===== src/rtl/store_serializer.sv =====
// Serializes a byte/halfword/word register value into big-endian byte writes
// to a byte-wide data memory using a we/ack handshake.
module store_serializer #(
  parameter int ADDR_W = 9
) (
  input  logic              clk,
  input  logic              reset,
  input  logic              start_valid,
  output logic              start_ready,
  input  logic [ADDR_W-1:0] addr_in,
  input  logic [31:0]       data_in,
  input  logic [1:0]        size,
  output logic [ADDR_W-1:0] mem_addr,
  output logic [7:0]        mem_data,
  output logic              mem_we,
  input  logic              mem_ack,
  output logic              done,
  output logic              err
);

  typedef enum logic [1:0] {IDLE, WRITE, DONE} state_t;

  state_t            state, state_nx;
  logic [ADDR_W-1:0] addr_q;
  logic [31:0]       data_q;
  logic [1:0]        last_q;
  logic [1:0]        cnt, cnt_nx;
  logic              err_q;
  logic              req_ok;
  logic [1:0]        last_in;
  logic [1:0]        pos;
  logic              accept;

  // Decode byte count (as last index) and alignment of the incoming request.
  always_comb begin
    last_in = 2'd0;
    req_ok  = 1'b0;
    case (size)
      2'd0: begin
        last_in = 2'd0;
        req_ok  = 1'b1;
      end
      2'd1: begin
        last_in = 2'd1;
        req_ok  = ~addr_in[0];
      end
      2'd2: begin
        last_in = 2'd3;
        req_ok  = (addr_in[1:0] == 2'b00);
      end
      default: ;
    endcase
  end

  assign accept = start_valid && (state == IDLE);
  // Big-endian: the first byte sent is the most significant of the quantity.
  assign pos    = last_q - cnt;

  always_ff @(posedge clk) begin
    if (reset) begin
      state  <= IDLE;
      cnt    <= '0;
      addr_q <= '0;
      data_q <= '0;
      last_q <= '0;
      err_q  <= 1'b0;
    end else begin
      state <= state_nx;
      cnt   <= cnt_nx;
      if (accept) begin
        addr_q <= addr_in;
        data_q <= data_in;
        last_q <= last_in;
        err_q  <= ~req_ok;
      end
    end
  end

  always_comb begin
    state_nx    = state;
    cnt_nx      = cnt;
    start_ready = 1'b0;
    mem_we      = 1'b0;
    mem_addr    = '0;
    mem_data    = '0;
    done        = 1'b0;
    err         = 1'b0;
    case (state)
      IDLE: begin
        start_ready = ~reset;
        if (start_valid) state_nx = req_ok ? WRITE : DONE;
      end
      WRITE: begin
        mem_we   = 1'b1;
        mem_addr = addr_q + ADDR_W'(cnt);
        mem_data = data_q[{pos, 3'b000} +: 8];
        if (mem_ack) begin
          if (cnt == last_q) state_nx = DONE;
          else               cnt_nx   = cnt + 2'd1;
        end
      end
      DONE: begin
        done     = 1'b1;
        err      = err_q;
        cnt_nx   = '0;
        state_nx = IDLE;
      end
      default: state_nx = IDLE;
    endcase
  end

endmodule


===== config.mk =====
export PLATFORM = sky130hd
export DESIGN_NAME = store_serializer
export DESIGN_NICKNAME = d
export VERILOG_FILES = /design/src/rtl/store_serializer.sv
export SDC_FILE = /design/constraint.sdc
export NUM_CORES = 1
export LEC_CHECK = 0
export ABC_AREA = 1
export CORE_MARGIN = 1
export CORE_UTILIZATION = 48
export DETAILED_ROUTE_END_ITERATION = 16
export PLACE_DENSITY = 0.8
export SLEW_MARGIN = 20
export SYNTH_ARGS = -nofsm -noshare
export SYNTH_HDL_FRONTEND = slang
export SYNTH_SLANG_ARGS = --single-unit

===== constraint.sdc =====
create_clock -name clk -period 2 [get_ports clk]
set_input_delay 0.4 -clock clk [delete_from_list [all_inputs] [get_ports clk]]
set_output_delay 0.4 -clock clk [all_outputs]
set_load 0.02 [all_outputs]

== Word level (Yosys, flattened, before mapping) ==
Index checks and enable logic that the tools add are counted.

* $add $sub $neg: 3
* Equality and inequality tests: 9
* Shift operators: 1
* Multiplexer cells: 16
* Bitwise logic cells: 3
* Reductions and logical operators: 7

{| class="wikitable"
|+ Operators by type and width
! operator !! count
|-
| 32-bit by 6-bit indexed part select with 8-bit output || 1
|-
| 2-bit two-way mux || 6
|-
| 2-bit case mux with 2 select lines || 3
|-
| 9-bit by 2-bit adder with 9-bit output || 1
|-
| 9-bit two-way mux || 1
|-
| 8-bit two-way mux || 1
|-
| 2-bit != test (second input constant) || 4
|-
| 2-bit zero test || 3
|-
| 3-bit AND reduction || 2
|-
| 2-bit by 1-bit == test with 1-bit output (second input constant) || 2
|-
| 2-bit == test (second input constant) || 2
|-
| 1-bit two-way mux || 4
|-
| 1-bit NOT || 3
|-
| 1-bit case mux with 3 select lines || 1
|-
| 2-bit by 1-bit adder with 2-bit output (second input constant) || 1
|-
| 2-bit == test || 1
|-
| 2-bit nonzero test || 1
|-
| 2-bit subtractor || 1
|-
| 1-bit logical AND || 1
|}

* Register bits: 48
* Bits of input ports: 47
* Output and inout bits: 21
* Logic and storage cells: 45

== Longest topological paths before layout ==
Gate-level depths: netlist (run 1).

* Word-level depth: 5
* Gate-level depth with buffers: 9
* Gate-level depth less buffers: 7

== Least setup slack after synthesis (run 1) ==
Ideal clock, no wire load.

* Path kind: register -> output
* Start: register cnt[0]
* End: output mem_addr[6]
* Data arrival time: 1659 ps
* Data required time: 1600 ps
* Path slack: -59 ps
* Cell stages (with the launch flop): 8
* Path buffers: 0
* Path through: dfxtp_1 > ha_1 > fa_1 > nand2_1 > nor2_1 > nand2_1 > nor3_1 > nor3_1

* Longest elaborated chain between the ends: 2

{| class="wikitable"
|+ RTL lines
! item !! line !! source
|-
| from (decl) || 27 || <nowiki>logic [1:0] cnt, cnt_nx;</nowiki>
|-
| from (signal assigned) || 69 || <nowiki>cnt <= cnt_nx;</nowiki>
|-
| 9-bit by 2-bit adder with 9-bit output || 95 || <nowiki>mem_addr = addr_q + ADDR_W'(cnt);</nowiki>
|-
| 9-bit two-way mux || 88 || <nowiki>case (state)</nowiki>
|-
| to (decl) || 13 || <nowiki>output logic [ADDR_W-1:0] mem_addr,</nowiki>
|}

No other way between the ends.

== Worst setup path in the final report (run 1) ==
* Start: register cnt[0]
* End: output mem_data[0]

* Longest elaborated chain between the ends: 3

{| class="wikitable"
|+ RTL lines
! item !! line !! source
|-
| 2-bit subtractor || 57 || <nowiki>assign pos = last_q - cnt;</nowiki>
|-
| 32-bit by 6-bit indexed part select with 8-bit output || 96 || <nowiki>mem_data = data_q[{pos, 3'b000} +: 8];</nowiki>
|-
| 8-bit two-way mux || 88 ||
|-
| to (decl) || 14 || <nowiki>output logic [7:0] mem_data,</nowiki>
|}

No other way between the ends.

==> out/metrics.yaml, run 1 <==
run_status:
  outcome: "finished, violations left"
  violations: "negative setup slack"
cts:
  cts_made_buffers: 5
  cts_root_buffer: "clkbuf_8"
  cts_tree: "yes"
  clock_path_buffers: 2
  cts.sinks: 48
  cts.clk_slew.worst_paths_ps: 90
  insertion_delay_ps: 310
  h-tree-depth: 2
grt:
  antenna_found_initial: 0
  grt_max_degree: 46
  grt_usage: 0.244
  grt_pass1_wl_mm: 10.2
  grt_overflow: 0
  grt.busiest_layer: "met2"
  gr-usage-met2: 0.418
  gr-usage-met1: 0.299
  grt_pass1_vias: 2280
  met3_usage: 0.0528
synthesis:
  synth_seq_cells: 48
  syn_area_sq_um: 2490
  yosysUniqueCellTypes: 27
  avgSynthCellArea_sq_um: 6.95
  yosysWarnings: 0
  synth-seq-area-share: 0.385
  syn_inst: 359
  synth_nets: 415
cells_and_area:
  final_cell_mix: "nor2_1, nand2_1, o21ai_0, clkdlybuf4s50_1, dfxtp_1"
  drive_above_1_share: 0.219
  fillers: 409
  fin_util: 0.729
  syn_to_final_growth_pct: 41.6
  nets: 493
  antenna_cells: 0
  final_common_cell: "nor2_1"
place:
  port_buffers: 67
  dp_hpwl_mm: 4.52
  gp_congestion: 0.888
timing:
  min_period_ps: 2160
  slew_headroom: 0.798
  skew_ps: 1.38
  setup_ws_ps: -157
  rsz0062_at_grt: "yes"
  fin_crit_sh: 1.08
  worst_pin_slew_ps: 299
  setup_viol: 13
  fmax_mhz: 464
  final_hold_viol_count: 0
  drv_slew: 0
pwr:
  ir_worst_vdd_v: 0.000461
  power_mw: 2.44
  cellLeakagePower_nw: 1.58
  power_density_nw_per_um2: 690
setup_path:
  max_stage_delay_ps: 350
  slowest_stage: "dfxtp_2"
  worstReg2RegStart: "cnt[0]"
  worstPathArrival_ps: 1760
  cp_num_buf_inv: 4
  r2r-end: "state[1]"
  critical_path_class: "reg -> out"
  reg2reg_slack_ps: 480
  crit_chain: "buf_6 > ha_4 > buf_8 > buf_6 > nand2_1 > nand2_1 > nor2_2 > nor2_1 > buf_4"
  path_delay_family: "buffers and inverters"
  crit_fanout: 6
  cp-endpoint: "mem_data[0]"
  cp_data_required_time_ps: 1600
  startpoint_type: "flip-flop"
  reg2regPathDepth: 7
  startpoint: "cnt[0]"
  cp.depth: 9
  cp-end-kind: "primary output"
route:
  drc_errors: 0
  detail_route.first_pass.iterations: 5
  wl_per_cell_um: 12.9
  vias: 2527
  wirelength_mm: 6.50
  vias_per_cell: 5.00
  drt_iter0_markers: 164
  drtAntennaViolNets: 0
die:
  core_sq_um: 4850
  design.portCount: 68
  start_util: 0.515
  rows: 25
  die_h_um: 74.1
  die-area_sq_um: 5490
  dieWidth_um: 74.1
min_path:
  hold_path_class: "reg -> reg"
flow_run:
  maxCapViolCount: 0
-- through the flow --
step / std cells / hold slack [ps] / setup slack, ps / instance area (sq um) / TNS (ps)
floorplan: 359 / 435 / 86.2 / 2500 / 0
global placement: 494 / 465 / -327 / 3300 / -3880
detailed placement: 494 / 479 / -381 / 3300 / -4140
CTS: 503 / 499 / -126 / 3470 / -990
global route: 505 / 521 / -224 / 3530 / -2330
finish: 505 / 498 / -157 / 3530 / -1490
-- cells in the mapped netlist (all sizes together) --
cell / instances / share of area
xor2: 1 / 0.0065
inv: 28 / 0.042
nand4: 1 / 0.0050
nand3: 6 / 0.012
nand2: 66 / 0.10
ha: 8 / 0.040
buf: 11 / 0.040
a21oi: 17 / 0.036
clkbuf: 6 / 0.0095
dfxtp: 48 / 0.39
o21ai: 53 / 0.11
a31oi: 1 / 0.0025
o21bai: 3 / 0.0090
fa: 1 / 0.0080
nor3: 6 / 0.012
o211ai: 1 / 0.0030
nor2: 102 / 0.18
-- worst min-delay path: stages (launching register included) --
cell and delay, ps:
dfxtp_1 320, nor2_1 90, nor2_1 50
-- worst min path at each step --
stage / startpoint / end / slack [ps] / depth (start not counted)
after CTS: data_q[18] / data_q[18] / 500 / 2
final: data_q[5] / data_q[5] / 500 / 2
after global placement: data_q[2] / data_q[2] / 460 / 2
after floorplan: last_q[0] / last_q[0] / 440 / 2
after global routing: data_q[10] / data_q[10] / 520 / 2
after detailed placement: data_q[2] / data_q[2] / 480 / 2
-- routing by layer --
metal,share of wire,vias to the layer above
met2,0.48,76
met4,0.026,0
met5,0,-
met3,0.044,16
li1,-,1295
met1,0.45,1140
-- sequential cells by signal, indices dropped and copies added, names as in the netlist --
register  cells
last_q        2
data_q       32
addr_q        9
cnt           2
err_q         1
state         2
-- cell type report --
class,instances,area [sq um],area share
clock inverters,3,46.3,0.0131
repair buffers,88,851,0.241
inverters,28,108,0.0305
well taps,67,83.8,0.0237
clock buffers,5,68.8,0.0195
multi-input cells,266,1410,0.398
flip-flops and latches,48,970,0.275
-- power by group --
group	switching (mW)	internal, mW
registers	0.0697	1.05
logic	0.315	0.279
clock network	0.349	0.377
-- cells by family after synthesis --
family | after synthesis | synth area share
xor gates and xnor gates | 1 | 0.00652
AOI/OAI and AO/OA | 75 | 0.156
adders and majority gates | 9 | 0.0481
buffers and inverters | 45 | 0.0918
DFF | 48 | 0.385
and+or+nand+nor | 181 | 0.312
-- timing repair --
| item | CTS | global route |
|---|---|---|
| hold buffers | 0 | 0 |
| setup endpoints to repair | 19 | 18 |
| buffers inserted | 1 | 2 |
| pin swaps | 8 | 7 |
| gates resized for setup | 108 | 14 |
Note: power is estimated with default switching activity, not from simulation.
==> run 2: changes to the inputs <==
Settings changed: GPL_TIMING_DRIVEN set to 0.
==> run 2 against run 1 <==
Net effect: the run still ends with negative setup slack left; cell count up 0.79%; via count up 0.79%; power barely moved; count of clock-buffer cells in the layout is 1 higher; cell area grew 2.3%; maximum frequency shrank 0.28%; critical path type unchanged; critical endpoint is now mem_addr[6]; largest cell class unchanged.
==> out/metrics.yaml, run 2 (synthesized netlist as in run 1, its figures left out) <==
die:
  die_h_um: 74.1
  start_util: 0.515
  rows: 25
  core_sq_um: 4850
  die-area_sq_um: 5490
  design.portCount: 68
  dieWidth_um: 74.1
timing:
  setup_ws_ps: -163
  worst_pin_slew_ps: 461
  setup-tns-final_ps: -1590
  fmax_mhz: 462
  setup_viol: 11
  min_period_ps: 2160
  drv_slew: 0
  final_hold_viol_count: 0
  rsz0062_at_grt: "yes"
  fin_crit_sh: 1.08
  skew_ps: 4.91
  slew_headroom: 0.693
route:
  drtAntennaViolNets: 0
  drc_errors: 0
  wirelength_mm: 6.71
  top_layer_used: "met4"
  vias: 2547
  drt-met1-wl_mm: 2.82
  drt_iter0_markers: 210
  detail_route.first_pass.iterations: 4
  wl_per_cell_um: 13.2
  met2RoutedLength_mm: 3.37
  wl_met3_um: 415
  vias_per_cell: 5.00
pwr:
  cellLeakagePower_nw: 1.56
  power_density_nw_per_um2: 674
  ir_worst_vdd_v: 0.000442
setup_path:
  reg2reg_slack_ps: 390
  cp-end-kind: "primary output"
  startpoint_type: "flip-flop"
  worstPathArrival_ps: 1760
  crit_fanout: 5
  cp_data_required_time_ps: 1600
  critical_path_class: "reg -> out"
cells_and_area:
  nets: 497
  regMostFlops: "data_q"
  largest_reg_flops: 32
  antenna_cells: 0
  drive_above_1_share: 0.262
  syn_to_final_growth_pct: 44.9
  fillers: 391
  final_cell_mix: "nor2_1, nand2_1, clkdlybuf4s50_1, o21ai_0, dfxtp_1"
  final_common_cell: "nor2_1"
  reg.largest.list: "data_q (32), addr_q (9)"
  instances_no_fill: 509
flow_run:
  maxCapViolCount: 0
cts:
  cts.clk_slew.worst_paths_ps: 90
  cts_root_buffer: "clkbuf_8"
  cts_tree: "yes"
  insertion_delay_ps: 300
  h-tree-depth: 2
  cts_made_buffers: 5
  ctsHoldBuffers: 0
  clock_path_buffers: 2
  cts.sinks: 48
place:
  dp_cells: 493
  gp_congestion: 0.861
  port_buffers: 67
  dp_hpwl_mm: 4.52
run_status:
  violations: "negative setup slack"
  outcome: "finished, violations left"
grt:
  grt_pass1_vias: 2375
  grt_max_degree: 15
  grt_usage: 0.261
  antenna_found_initial: 0
  grt_pass1_wl_mm: 10.8
  grt_overflow: 0
min_path:
  hold_path_class: "reg -> reg"
==> run 2: changes by cell type in the layout (fill, tap and decap cells not counted), moves of 3 or more <==
| cell | delta |
|---|---|
| nand2_1 | -13 |
| nand2_2 | +12 |
| clkbuf_1 | +6 |
| nor2_2 | -3 |
| buf_6 | +7 |
| buf_4 | -10 |
==> run 2: worst paths after layout <==
check                 start     endpoint  cells after the start
setup / recovery     cnt[0]  mem_addr[6]                      8
hold / removal    last_q[0]    last_q[0]                      2
setup reg to reg     cnt[0]     state[1]                      7
hold reg to reg   last_q[0]    last_q[0]                      2
==> run 2: routing by layer <==
layer | vias up | track usage
met2 | 84 | 0.455
met5 | - | 0
met1 | 1150 | 0.326
li1 | 1301 | -
met4 | 0 | 0.0726
met3 | 12 | 0.0528
==> run 2: area by class of cell <==
type,instances,area [sq um],share of cell area
Multi-Input combinational cell,267,1500,0.414
Buffer,16,133,0.0367
Inverter,28,113,0.0312
Clock buffer,6,72.6,0.0201
Sequential cell,48,977,0.270
Timing Repair Buffer,75,706,0.195
Tap cell,67,83.8,0.0232
Clock inverter,2,35.0,0.00969
==> run 2: timing repair <==
| item | 4_1_cts | 5_1_grt |
|---|---|---|
| gates cloned | 2 | 1 |
| buffers inserted | 6 | 1 |
| gates resized for setup | 137 | 25 |
| endpoints found under the setup margin | 20 | 17 |
| pin swaps | 32 | 18 |
==> run 2: through the flow <==
stage / instance area [sq um] / worst slack [ps] / util / hold slack [ps] / power [mW]
after detailed placement: 3250 / -460 / 0.671 / 455 / 1.67
final: 3610 / -163 / 0.746 / 484 / 2.44
after floorplan: 2500 / 86.2 / - / 435 / 1.46
after global routing: 3610 / -238 / 0.746 / 495 / 2.55
after CTS: 3540 / -199 / 0.731 / 476 / 2.42
after global placement: 3250 / -448 / 0.671 / 446 / 1.66
==> run 2: power by group <==
group          total, mW  internal [mW]  switching [mW]  leakage, nW
Sequential          1.12           1.05          0.0732        0.401
Clock              0.695          0.371           0.323       0.0552
Combinational      0.622          0.288           0.334         1.11
Total               2.44           1.71           0.730         1.56
==> run 2: worst max-delay path, cell delays in order, from the launching register on <==
cell,delay [ps]
dfxtp_4,370
ha_4,170
fa_2,370
nand2_2,110
nor2_4,60
nand2_2,90
nor3_2,40
nor3_2,100
buf_4,160
